<file path="src/rtl/clint_dbus_arbiter_if.sv">
// Bus bundle between the two CLINT requesters, the arbiter and the CLINT port.
// The slave modport is the arbiter's view; master is the surrounding fabric
// (core dbus, debug module and the CLINT register block).
interface clint_dbus_arbiter_if #(
    parameter int unsigned ADDR_W = 8,
    parameter int unsigned DATA_W = 32
);
    // requester side
    logic [1:0]        s_req_i;
    logic [1:0]        s_sel_i;
    logic              s0_w_en_i;
    logic              s1_w_en_i;
    logic [ADDR_W-1:0] s0_addr_i;
    logic [ADDR_W-1:0] s1_addr_i;
    logic [DATA_W-1:0] s0_w_data_i;
    logic [DATA_W-1:0] s1_w_data_i;
    logic [1:0]        s_ack_o;
    logic              s_err_o;
    logic [DATA_W-1:0] s_r_data_o;

    // CLINT side
    logic              m_req_o;
    logic              m_w_en_o;
    logic [ADDR_W-1:0] m_addr_o;
    logic [DATA_W-1:0] m_w_data_o;
    logic              m_ack_i;
    logic [DATA_W-1:0] m_r_data_i;

    modport slave (
        input  s_req_i, s_sel_i,
        input  s0_w_en_i, s1_w_en_i, s0_addr_i, s1_addr_i, s0_w_data_i, s1_w_data_i,
        output s_ack_o, s_err_o, s_r_data_o,
        output m_req_o, m_w_en_o, m_addr_o, m_w_data_o,
        input  m_ack_i, m_r_data_i
    );

    modport master (
        output s_req_i, s_sel_i,
        output s0_w_en_i, s1_w_en_i, s0_addr_i, s1_addr_i, s0_w_data_i, s1_w_data_i,
        input  s_ack_o, s_err_o, s_r_data_o,
        input  m_req_o, m_w_en_o, m_addr_o, m_w_data_o,
        output m_ack_i, m_r_data_i
    );
endinterface

</file>
<file path="src/rtl/clint_dbus_arbiter.sv">
// Shares the single CLINT register port between the core dbus (requester 0)
// and the debug module (requester 1). One outstanding transaction, round-robin
// on contention, and a timeout so a silent CLINT cannot hang either master.
module clint_dbus_arbiter #(
    parameter int unsigned ADDR_W  = 8,
    parameter int unsigned DATA_W  = 32,
    parameter int unsigned TIMEOUT = 16
) (
    input  logic                clk,
    input  logic                rst,
    clint_dbus_arbiter_if.slave bus
);
    localparam int unsigned CNT_W = 8;

    localparam logic [1:0] ST_IDLE = 2'd0;
    localparam logic [1:0] ST_BUSY = 2'd1;
    localparam logic [1:0] ST_RESP = 2'd2;

    logic [1:0]        state_q, state_d;
    logic              grant_q, grant_d;
    logic              last_grant_q, last_grant_d;
    logic [CNT_W-1:0]  cnt_q, cnt_d;
    logic              m_req_q, m_req_d;
    logic              m_w_en_q, m_w_en_d;
    logic [ADDR_W-1:0] m_addr_q, m_addr_d;
    logic [DATA_W-1:0] m_w_data_q, m_w_data_d;
    logic [1:0]        s_ack_q, s_ack_d;
    logic              s_err_q, s_err_d;
    logic [DATA_W-1:0] s_r_data_q, s_r_data_d;

    logic [1:0]        valid;
    logic              pick;
    logic              timeout_hit;

    // A request only counts when the address decoder selected the CLINT
    assign valid       = bus.s_req_i & bus.s_sel_i;
    assign timeout_hit = (cnt_q == CNT_W'(TIMEOUT - 1));

    // State and output registers; reset abandons any transaction in flight
    always_ff @(posedge clk) begin
        if (rst) begin
            state_q      <= ST_IDLE;
            grant_q      <= 1'b0;
            last_grant_q <= 1'b1;
            cnt_q        <= '0;
            m_req_q      <= 1'b0;
            m_w_en_q     <= 1'b0;
            m_addr_q     <= '0;
            m_w_data_q   <= '0;
            s_ack_q      <= 2'b00;
            s_err_q      <= 1'b0;
            s_r_data_q   <= '0;
        end else begin
            state_q      <= state_d;
            grant_q      <= grant_d;
            last_grant_q <= last_grant_d;
            cnt_q        <= cnt_d;
            m_req_q      <= m_req_d;
            m_w_en_q     <= m_w_en_d;
            m_addr_q     <= m_addr_d;
            m_w_data_q   <= m_w_data_d;
            s_ack_q      <= s_ack_d;
            s_err_q      <= s_err_d;
            s_r_data_q   <= s_r_data_d;
        end
    end

    // Next-state and next-output logic for IDLE -> BUSY -> RESP -> IDLE
    always_comb begin
        state_d      = state_q;
        grant_d      = grant_q;
        last_grant_d = last_grant_q;
        cnt_d        = cnt_q;
        m_req_d      = m_req_q;
        m_w_en_d     = m_w_en_q;
        m_addr_d     = m_addr_q;
        m_w_data_d   = m_w_data_q;
        s_ack_d      = s_ack_q;
        s_err_d      = s_err_q;
        s_r_data_d   = s_r_data_q;
        pick         = 1'b0;

        case (state_q)
            ST_IDLE: begin
                s_ack_d    = 2'b00;
                s_err_d    = 1'b0;
                s_r_data_d = '0;
                m_req_d    = 1'b0;
                if (valid != 2'b00) begin
                    // On contention the requester not served last time wins
                    pick       = (valid == 2'b11) ? ~last_grant_q : valid[1];
                    grant_d    = pick;
                    m_w_en_d   = pick ? bus.s1_w_en_i   : bus.s0_w_en_i;
                    m_addr_d   = pick ? bus.s1_addr_i   : bus.s0_addr_i;
                    m_w_data_d = pick ? bus.s1_w_data_i : bus.s0_w_data_i;
                    m_req_d    = 1'b1;
                    cnt_d      = '0;
                    state_d    = ST_BUSY;
                end
            end
            ST_BUSY: begin
                cnt_d = cnt_q + CNT_W'(1);
                // A real ack takes priority over a timeout in the same cycle
                if (bus.m_ack_i) begin
                    s_r_data_d = m_w_en_q ? '0 : bus.m_r_data_i;
                    s_ack_d    = grant_q ? 2'b10 : 2'b01;
                    s_err_d    = 1'b0;
                    m_req_d    = 1'b0;
                    state_d    = ST_RESP;
                end else if (timeout_hit) begin
                    s_r_data_d = '0;
                    s_ack_d    = grant_q ? 2'b10 : 2'b01;
                    s_err_d    = 1'b1;
                    m_req_d    = 1'b0;
                    state_d    = ST_RESP;
                end
            end
            ST_RESP: begin
                // Response lasts one cycle; the IDLE that follows keeps m_req low
                last_grant_d = grant_q;
                s_ack_d      = 2'b00;
                s_err_d      = 1'b0;
                s_r_data_d   = '0;
                state_d      = ST_IDLE;
            end
            default: begin
                state_d = ST_IDLE;
            end
        endcase
    end

    assign bus.s_ack_o    = s_ack_q;
    assign bus.s_err_o    = s_err_q;
    assign bus.s_r_data_o = s_r_data_q;
    assign bus.m_req_o    = m_req_q;
    assign bus.m_w_en_o   = m_w_en_q;
    assign bus.m_addr_o   = m_addr_q;
    assign bus.m_w_data_o = m_w_data_q;
endmodule
</file>
<file path="src/flat_wrapper.sv">
// flat-port wrapper written by rule: the top's interface ports become plain ports
module clint_dbus_arbiter_flat 
#(
    parameter int unsigned ADDR_W  = 8,
    parameter int unsigned DATA_W  = 32,
    parameter int unsigned TIMEOUT = 16
)
  (clk, rst, bus_s_req_i, bus_s_sel_i, bus_s0_w_en_i, bus_s1_w_en_i, bus_s0_addr_i, bus_s1_addr_i, bus_s0_w_data_i, bus_s1_w_data_i, bus_s_ack_o, bus_s_err_o, bus_s_r_data_o, bus_m_req_o, bus_m_w_en_o, bus_m_addr_o, bus_m_w_data_o, bus_m_ack_i, bus_m_r_data_i);
  clint_dbus_arbiter_if #(.ADDR_W(ADDR_W), .DATA_W(DATA_W)) bus_i ();
  input  logic clk;
  input  logic rst;
  input wire logic [$bits(bus_i.s_req_i)-1:0] bus_s_req_i;
  input wire logic [$bits(bus_i.s_sel_i)-1:0] bus_s_sel_i;
  input wire logic [$bits(bus_i.s0_w_en_i)-1:0] bus_s0_w_en_i;
  input wire logic [$bits(bus_i.s1_w_en_i)-1:0] bus_s1_w_en_i;
  input wire logic [$bits(bus_i.s0_addr_i)-1:0] bus_s0_addr_i;
  input wire logic [$bits(bus_i.s1_addr_i)-1:0] bus_s1_addr_i;
  input wire logic [$bits(bus_i.s0_w_data_i)-1:0] bus_s0_w_data_i;
  input wire logic [$bits(bus_i.s1_w_data_i)-1:0] bus_s1_w_data_i;
  output wire logic [$bits(bus_i.s_ack_o)-1:0] bus_s_ack_o;
  output wire logic [$bits(bus_i.s_err_o)-1:0] bus_s_err_o;
  output wire logic [$bits(bus_i.s_r_data_o)-1:0] bus_s_r_data_o;
  output wire logic [$bits(bus_i.m_req_o)-1:0] bus_m_req_o;
  output wire logic [$bits(bus_i.m_w_en_o)-1:0] bus_m_w_en_o;
  output wire logic [$bits(bus_i.m_addr_o)-1:0] bus_m_addr_o;
  output wire logic [$bits(bus_i.m_w_data_o)-1:0] bus_m_w_data_o;
  input wire logic [$bits(bus_i.m_ack_i)-1:0] bus_m_ack_i;
  input wire logic [$bits(bus_i.m_r_data_i)-1:0] bus_m_r_data_i;
  assign bus_i.s_req_i = bus_s_req_i;
  assign bus_i.s_sel_i = bus_s_sel_i;
  assign bus_i.s0_w_en_i = bus_s0_w_en_i;
  assign bus_i.s1_w_en_i = bus_s1_w_en_i;
  assign bus_i.s0_addr_i = bus_s0_addr_i;
  assign bus_i.s1_addr_i = bus_s1_addr_i;
  assign bus_i.s0_w_data_i = bus_s0_w_data_i;
  assign bus_i.s1_w_data_i = bus_s1_w_data_i;
  assign bus_s_ack_o = bus_i.s_ack_o;
  assign bus_s_err_o = bus_i.s_err_o;
  assign bus_s_r_data_o = bus_i.s_r_data_o;
  assign bus_m_req_o = bus_i.m_req_o;
  assign bus_m_w_en_o = bus_i.m_w_en_o;
  assign bus_m_addr_o = bus_i.m_addr_o;
  assign bus_m_w_data_o = bus_i.m_w_data_o;
  assign bus_i.m_ack_i = bus_m_ack_i;
  assign bus_i.m_r_data_i = bus_m_r_data_i;
  clint_dbus_arbiter #(.ADDR_W(ADDR_W), .DATA_W(DATA_W), .TIMEOUT(TIMEOUT)) u_core (.clk(clk), .rst(rst), .bus(bus_i));
endmodule
</file>
<file path="config.mk">
export PLATFORM = sky130hd
export DESIGN_NAME = clint_dbus_arbiter_flat
export DESIGN_NICKNAME = d
export VERILOG_FILES = /design/src/rtl/clint_dbus_arbiter_if.sv /design/src/rtl/clint_dbus_arbiter.sv /design/src/flat_wrapper.sv
export SDC_FILE = /design/constraint.sdc
export NUM_CORES = 1
export LEC_CHECK = 0
export BUFFER_PORTS_ARGS = -buffer_cell sky130_fd_sc_hd__buf_2
export CAP_MARGIN = 10
export CORE_UTILIZATION = 45
export CTS_CLUSTER_DIAMETER = 30
export DETAILED_ROUTE_END_ITERATION = 8
export PLACE_DENSITY = 0.8
export SLEW_MARGIN = 40
export SYNTH_ARGS = -nofsm -noshare
export SYNTH_HDL_FRONTEND = slang
export SYNTH_SLANG_ARGS = --single-unit
</file>
<file path="constraint.sdc">
create_clock -name clk -period 2.8 [get_ports clk]
set_input_delay 0.56 -clock clk [delete_from_list [all_inputs] [get_ports clk]]
set_output_delay 0.56 -clock clk [all_outputs]
set_load 0.1 [all_outputs]
</file>
# ---- After elaboration in Yosys (flattened, before gate mapping)
# Index checks and enable logic that the tools add are counted.
dict set report word_totals {
  register_bits 89
  inputBits 121
  output_inout_bits 77
  word_cells 55
}
dict set report op_classes {
  add_sub_neg 1
  eq_ne 6
  muxes 25
  n_bitwise 2
  reduce_logical 10
}
# op count
set op_table {}
lappend op_table {{32-bit two-way mux} 4}
lappend op_table {{32-bit one-hot mux with 2 select lines} 1}
lappend op_table {{8-bit two-way mux} 2}
lappend op_table {{8-bit one-hot mux with 2 select lines} 1}
lappend op_table {{2-bit two-way mux} 6}
lappend op_table {{2-bit AND reduction} 5}
lappend op_table {{8-bit by 1-bit adder with 8-bit output (second input constant)} 1}
lappend op_table {{8-bit by 4-bit == test with 1-bit output (second input constant)} 1}
lappend op_table {{2-bit one-hot mux with 2 select lines} 2}
lappend op_table {{1-bit two-way mux} 7}
lappend op_table {{2-bit nonzero test} 3}
lappend op_table {{2-bit == test (second input constant)} 2}
lappend op_table {{1-bit one-hot mux with 2 select lines} 2}
lappend op_table {{3-bit by 2-bit inequality test with 1-bit output (second input constant)} 1}
lappend op_table {{2-bit AND} 1}
lappend op_table {{2-bit by 1-bit == test with 1-bit output (second input constant)} 1}
lappend op_table {{2-bit logical NOT} 1}
lappend op_table {{2-bit by 1-bit inequality test with 1-bit output (second input constant)} 1}
lappend op_table {{2-bit OR reduction} 1}
lappend op_table {{1-bit NOT} 1}

# ---- Longest topological paths before layout
dict set report depth {
  depth_word 4
  mapped_depth 6
  mapped_depth_nobuf 4
}

# ---- Worst setup path after synthesis
# OpenSTA, ideal clock, no wires.
dict set report synth_path {
  path_type {input port to flip-flop}
  startpoint {input rst}
  endpoint {register u_core.cnt_q[5]}
  setup_time_ns 0.073
  t_arrival_ns 1.689
  t_required_ns 2.727
  slack_ns 1.038
  cell_stages 4
  n_path_buf 1
  cell_sequence {buf_2 > or3b_4 > or4_1 > o211ai_2}
}
# item line_no
set synth_rtl {}
lappend synth_rtl {{start: declaration} flat_wrapper.sv:11} ;# input logic rst;
lappend synth_rtl {{end signal: assignment} clint_dbus_arbiter.sv:57} ;# cnt_q <= cnt_d;
lappend synth_rtl {{end: declaration} clint_dbus_arbiter.sv:22} ;# logic [CNT_W-1:0] cnt_q, cnt_d;

# ---- Final worst setup path
dict set report layout_path {
  startpoint {register u_core.state_q[0]}
  endpoint {register u_core.s_r_data_q[16], in the netlist u_core.bus.s_r_data_o[16]}
}
dict set report layout_between {
  elab_chain_cells 4
  word_cells_on_any_way 8
  cone_classes {3 x eq/ne; 1 x mux; 4 x reduce/logical}
}
# item line_no
set layout_rtl {}
lappend layout_rtl {{start: declaration} clint_dbus_arbiter.sv:19} ;# logic [1:0] state_q, state_d;
lappend layout_rtl {{start signal: assignment} clint_dbus_arbiter.sv:54} ;# state_q <= state_d;
lappend layout_rtl {{2-bit == test / 2-bit logical NOT (equally long branches)} clint_dbus_arbiter.sv:83} ;# case (state_q)
lappend layout_rtl {{2-bit OR reduction (no line)} n/a}
lappend layout_rtl {{2-bit nonzero test (no line)} n/a}
lappend layout_rtl {{2-bit AND reduction (no line)} n/a}
lappend layout_rtl {{end signal: assignment} clint_dbus_arbiter.sv:64} ;# s_r_data_q <= s_r_data_d;
lappend layout_rtl {{end: declaration} clint_dbus_arbiter.sv:29} ;# logic [DATA_W-1:0] s_r_data_q, s_r_data_d;
# Parallel ways exist; a longest one is shown, timed or not.
# A chain may end at the register's enable or synchronous reset.

==> flow_summary.yaml <==
route:
  drt-met1-wl_um: 5005
  maxUsedRoutingLayer: "met4"
  num_vias: 4084
  route.met2.wl_um: 5379
  drt_wl_total_um: 11450
  first_pass_iters: 5
  routedWlPerCell_um: 16.54
  post-route-drc-count: 0
  ant_nets: 0
  drt-initial-drc-count: 288
  viasPerCell: 5.902
  wl_met3_um: 933
power_and_ir_drop:
  combPwrFrac: 0.311
  p_clk_frac: 0.267
  switching_share: 0.4000
  ir_drop_uv: 303.7
  power.density_nw_per_um2: 660.5
  power.internal_w: 0.001995
  power.leakage_nw: 2.200
  pwr-share-seq: 0.422
  p_switching_w: 0.001330
yosys:
  netlist_area_um2: 3805
  synth_fp_nets: 533
  netlist_instances: 411
  ys_seq_elements: 89
  synth-main-ff-cell: "dfxtp_1"
  async_flop_share: 0
  yosysTopAreaCellShare: 0.4683
  synth.area.top_cells: "dfxtp_1 (47%), a311oi_1 (9.9%), a22o_1 (7.8%)"
  yosys.area.top_type: "dfxtp_1"
  ys_types: 40
  ys_seq_area_frac: 0.4683
  avgSynthCellArea_um2: 9.258
  synth_edf_count: 0
  yosysWarnings: 0
clock_tree:
  cts_sinks: 89
  cts_buffers: 9
  root_buffer: "clkbuf_8"
  clock_latency_ns: 0.35
  postCtsResizedCells: 0
  cts_setup_buffers: 0
  h-tree-depth: 3
  clock_path_buffers: 2
  cts_tree: "done"
  cts_hold_buffers: 0
  clk_pin_slew_ns: 0.09
hold_path:
  hp-start: "bus_m_r_data_i[29]"
  min_to: "u_core.bus.s_r_data_o[29]$_SDFFE_PP0P_"
  hold_path_class: "in -> reg"
  hold_depth: 2
setup_path:
  crit_type: "reg -> reg"
  r2r_start: "u_core.state_q[0]$_SDFFE_PP0P_"
  cp_max_fo: 32
  worst-path-buf-inv: 1
  cp_data_arrival_time_ns: 2.20
  timing.reg2reg.worst_path_depth: 4
  required_ns: 3.09
  end_kind: "register"
  critPathMaxStageDelay_ns: 0.69
  crit_path_top_delay_cell: "dfxtp_1"
  critical_path.reg2reg.endpoint: "u_core.bus.s_r_data_o[16]$_SDFFE_PP0P_"
  path_cells: "or3b_4, nor3_4, buf_4, a22o_1"
  crit_family: "flip-flops"
  crit_path_start_kind: "register"
  r2r_slack_ns: 0.89
timing:
  maxSlewViolCount: 0
  setup_tns_ns: 0
  finalHoldViolCount: 0
  final-setup-viol-count: 0
  max_freq_mhz: 522.9
  worst_pin_slew_ns: 0.6809
  rsz0062_at_grt: "no"
  min_period_ns: 1.912
  finalCritPeriodShare: 0.6829
  relSlewSlack: 0.5419
  fin_skew_ns: 0.009260
flow_run:
  max_cap_violations: 0
die:
  rows: 33
  coreArea_um2: 8217
  die_y_um: 93.95
  die_w_um: 93.95
  ioPinCount: 198
  initial_utilization: 0.4631
  dieArea_um2: 8827
grt:
  grt_pass1_vias: 3852
  grt.total_usage: 0.2578
  grt_max_degree: 54
  grt_pass1_wl_um: 18080
  grt_overflow: 0
  antenna_found_initial: 0
final_layout:
  syn_to_final_growth_pct: 32.29
  mostFrequentLayoutCell: "buf_2"
  multi_input_area_um2: 1805
  drive_gt1_frac: 0.3952
  register_area_um2: 1782
  antenna_cells: 0
  design_area_um2: 5034
  n_fill_cell: 728
  final_cell_mix: "buf_2 (197), dfxtp_1 (89), o21ai_0 (45), a21oi_1 (45), a311oi_1 (43)"
  nNetsFinal: 704
placement:
  dpl_cell_area_um2: 4833
  dp_hpwl_um: 7725
  gp_congestion: 0.8396
  portBuffers: 197
run_status:
  status: "finished, final reports clean"
[worst register-to-register path, cell delays in order (launching register included)]
cell	delay [ns]
dfxtp_1	0.69
or3b_4	0.50
nor3_4	0.12
buf_4	0.32
a22o_1	0.23
[flip-flops by register name, indices dropped and copies added, names as in the netlist, 2 cells and up]
| register | count |
|---|---|
| u_core.bus.s_r_data_o | 32 |
| u_core.state_q | 2 |
| u_core.bus.s_ack_o | 2 |
| u_core.bus.m_addr_o | 8 |
| u_core.cnt_q | 8 |
| u_core.bus.m_w_data_o | 32 |
[power groups by stage]
| stage | registers [W] | clock network [W] | logic [W] |
|---|---|---|---|
| 4_1_cts | 0.00140 | 0.000917 | 0.00103 |
| 3_5_place_dp | 0.00143 | 0 | 0.00103 |
| 3_3_place_gp | 0.00143 | 0 | 0.00102 |
| 6_report | 0.00140 | 0.000889 | 0.00103 |
| 2_1_floorplan | 0.00196 | 0 | 0.000266 |
| 5_1_grt | 0.00141 | 0.000965 | 0.00109 |
[worst max path at each step]
stage	to	start	depth (start not counted)
after floorplan	u_core.cnt_q[5]$_SDFFE_PP0P_	rst	4
after global placement	u_core.bus.m_addr_o[1]$_SDFFE_PP0P_	bus_s_sel_i[1]	5
after detailed placement	u_core.bus.m_w_data_o[4]$_SDFFE_PP0P_	bus_s_sel_i[1]	5
after CTS	u_core.bus.s_r_data_o[16]$_SDFFE_PP0P_	u_core.state_q[0]$_SDFFE_PP0P_	4
after global routing	u_core.bus.s_r_data_o[8]$_SDFFE_PP0P_	u_core.state_q[0]$_SDFFE_PP0P_	4
final	u_core.bus.s_r_data_o[16]$_SDFFE_PP0P_	u_core.state_q[0]$_SDFFE_PP0P_	4
[layer usage]
layer | vias up | global-route usage
met5 | - | 0
met4 | 0 | 0.08974
met3 | 12 | 0.04450
met2 | 229 | 0.4361
met1 | 1878 | 0.3293
li1 | 1965 | -
[Yosys cell counts (all sizes together) (2+ instances only)]
cell	number
a31oi	2
clkbuf	28
o21a	2
nand4	41
nand2	7
a22o	34
a311oi	43
nor4	2
nand2b	4
nand3b	2
buf	22
or4	3
o21ai	46
nor2	4
o211ai	2
and2	2
dfxtp	89
nor2b	3
a21oi	45
inv	5
nor3	3
nand4b	2
nand3	4
a21boi	2
and3	2
[final cells by class]
class                           count  area share
Timing Repair Buffer              210      0.2177
Clock inverter                      6     0.01442
Sequential cell                    89      0.3540
Inverter                            5    0.003729
Tap cell                          105     0.02610
Clock buffer                       10     0.02535
Multi-Input combinational cell    267      0.3587
[cell families after synthesis]
kind of cell | share of synthesized area
buffers and inverters | 0.06149
AOI/OAI and AO/OA | 0.3302
adders and majority gates | 0.003288
DFF | 0.4683
muxes | 0.002959
and+or+nand+nor | 0.1338
[through the flow]
stage               total power (W)  setup WS, ns  hold WS, ns  utilization  std cells
CTS                        0.003351        0.8863       0.4119       0.6126        692
detailed placement         0.002461        0.7295       0.4542       0.5882        676
global placement           0.002447        0.7961       0.4472       0.5882        676
finish                     0.003325        0.8878       0.4241       0.6126        692
floorplan                  0.002228         1.038       0.4475            -        411
global route               0.003464        0.7831       0.4083       0.6126        692
No activity file was read; power rests on OpenSTA's default activity.
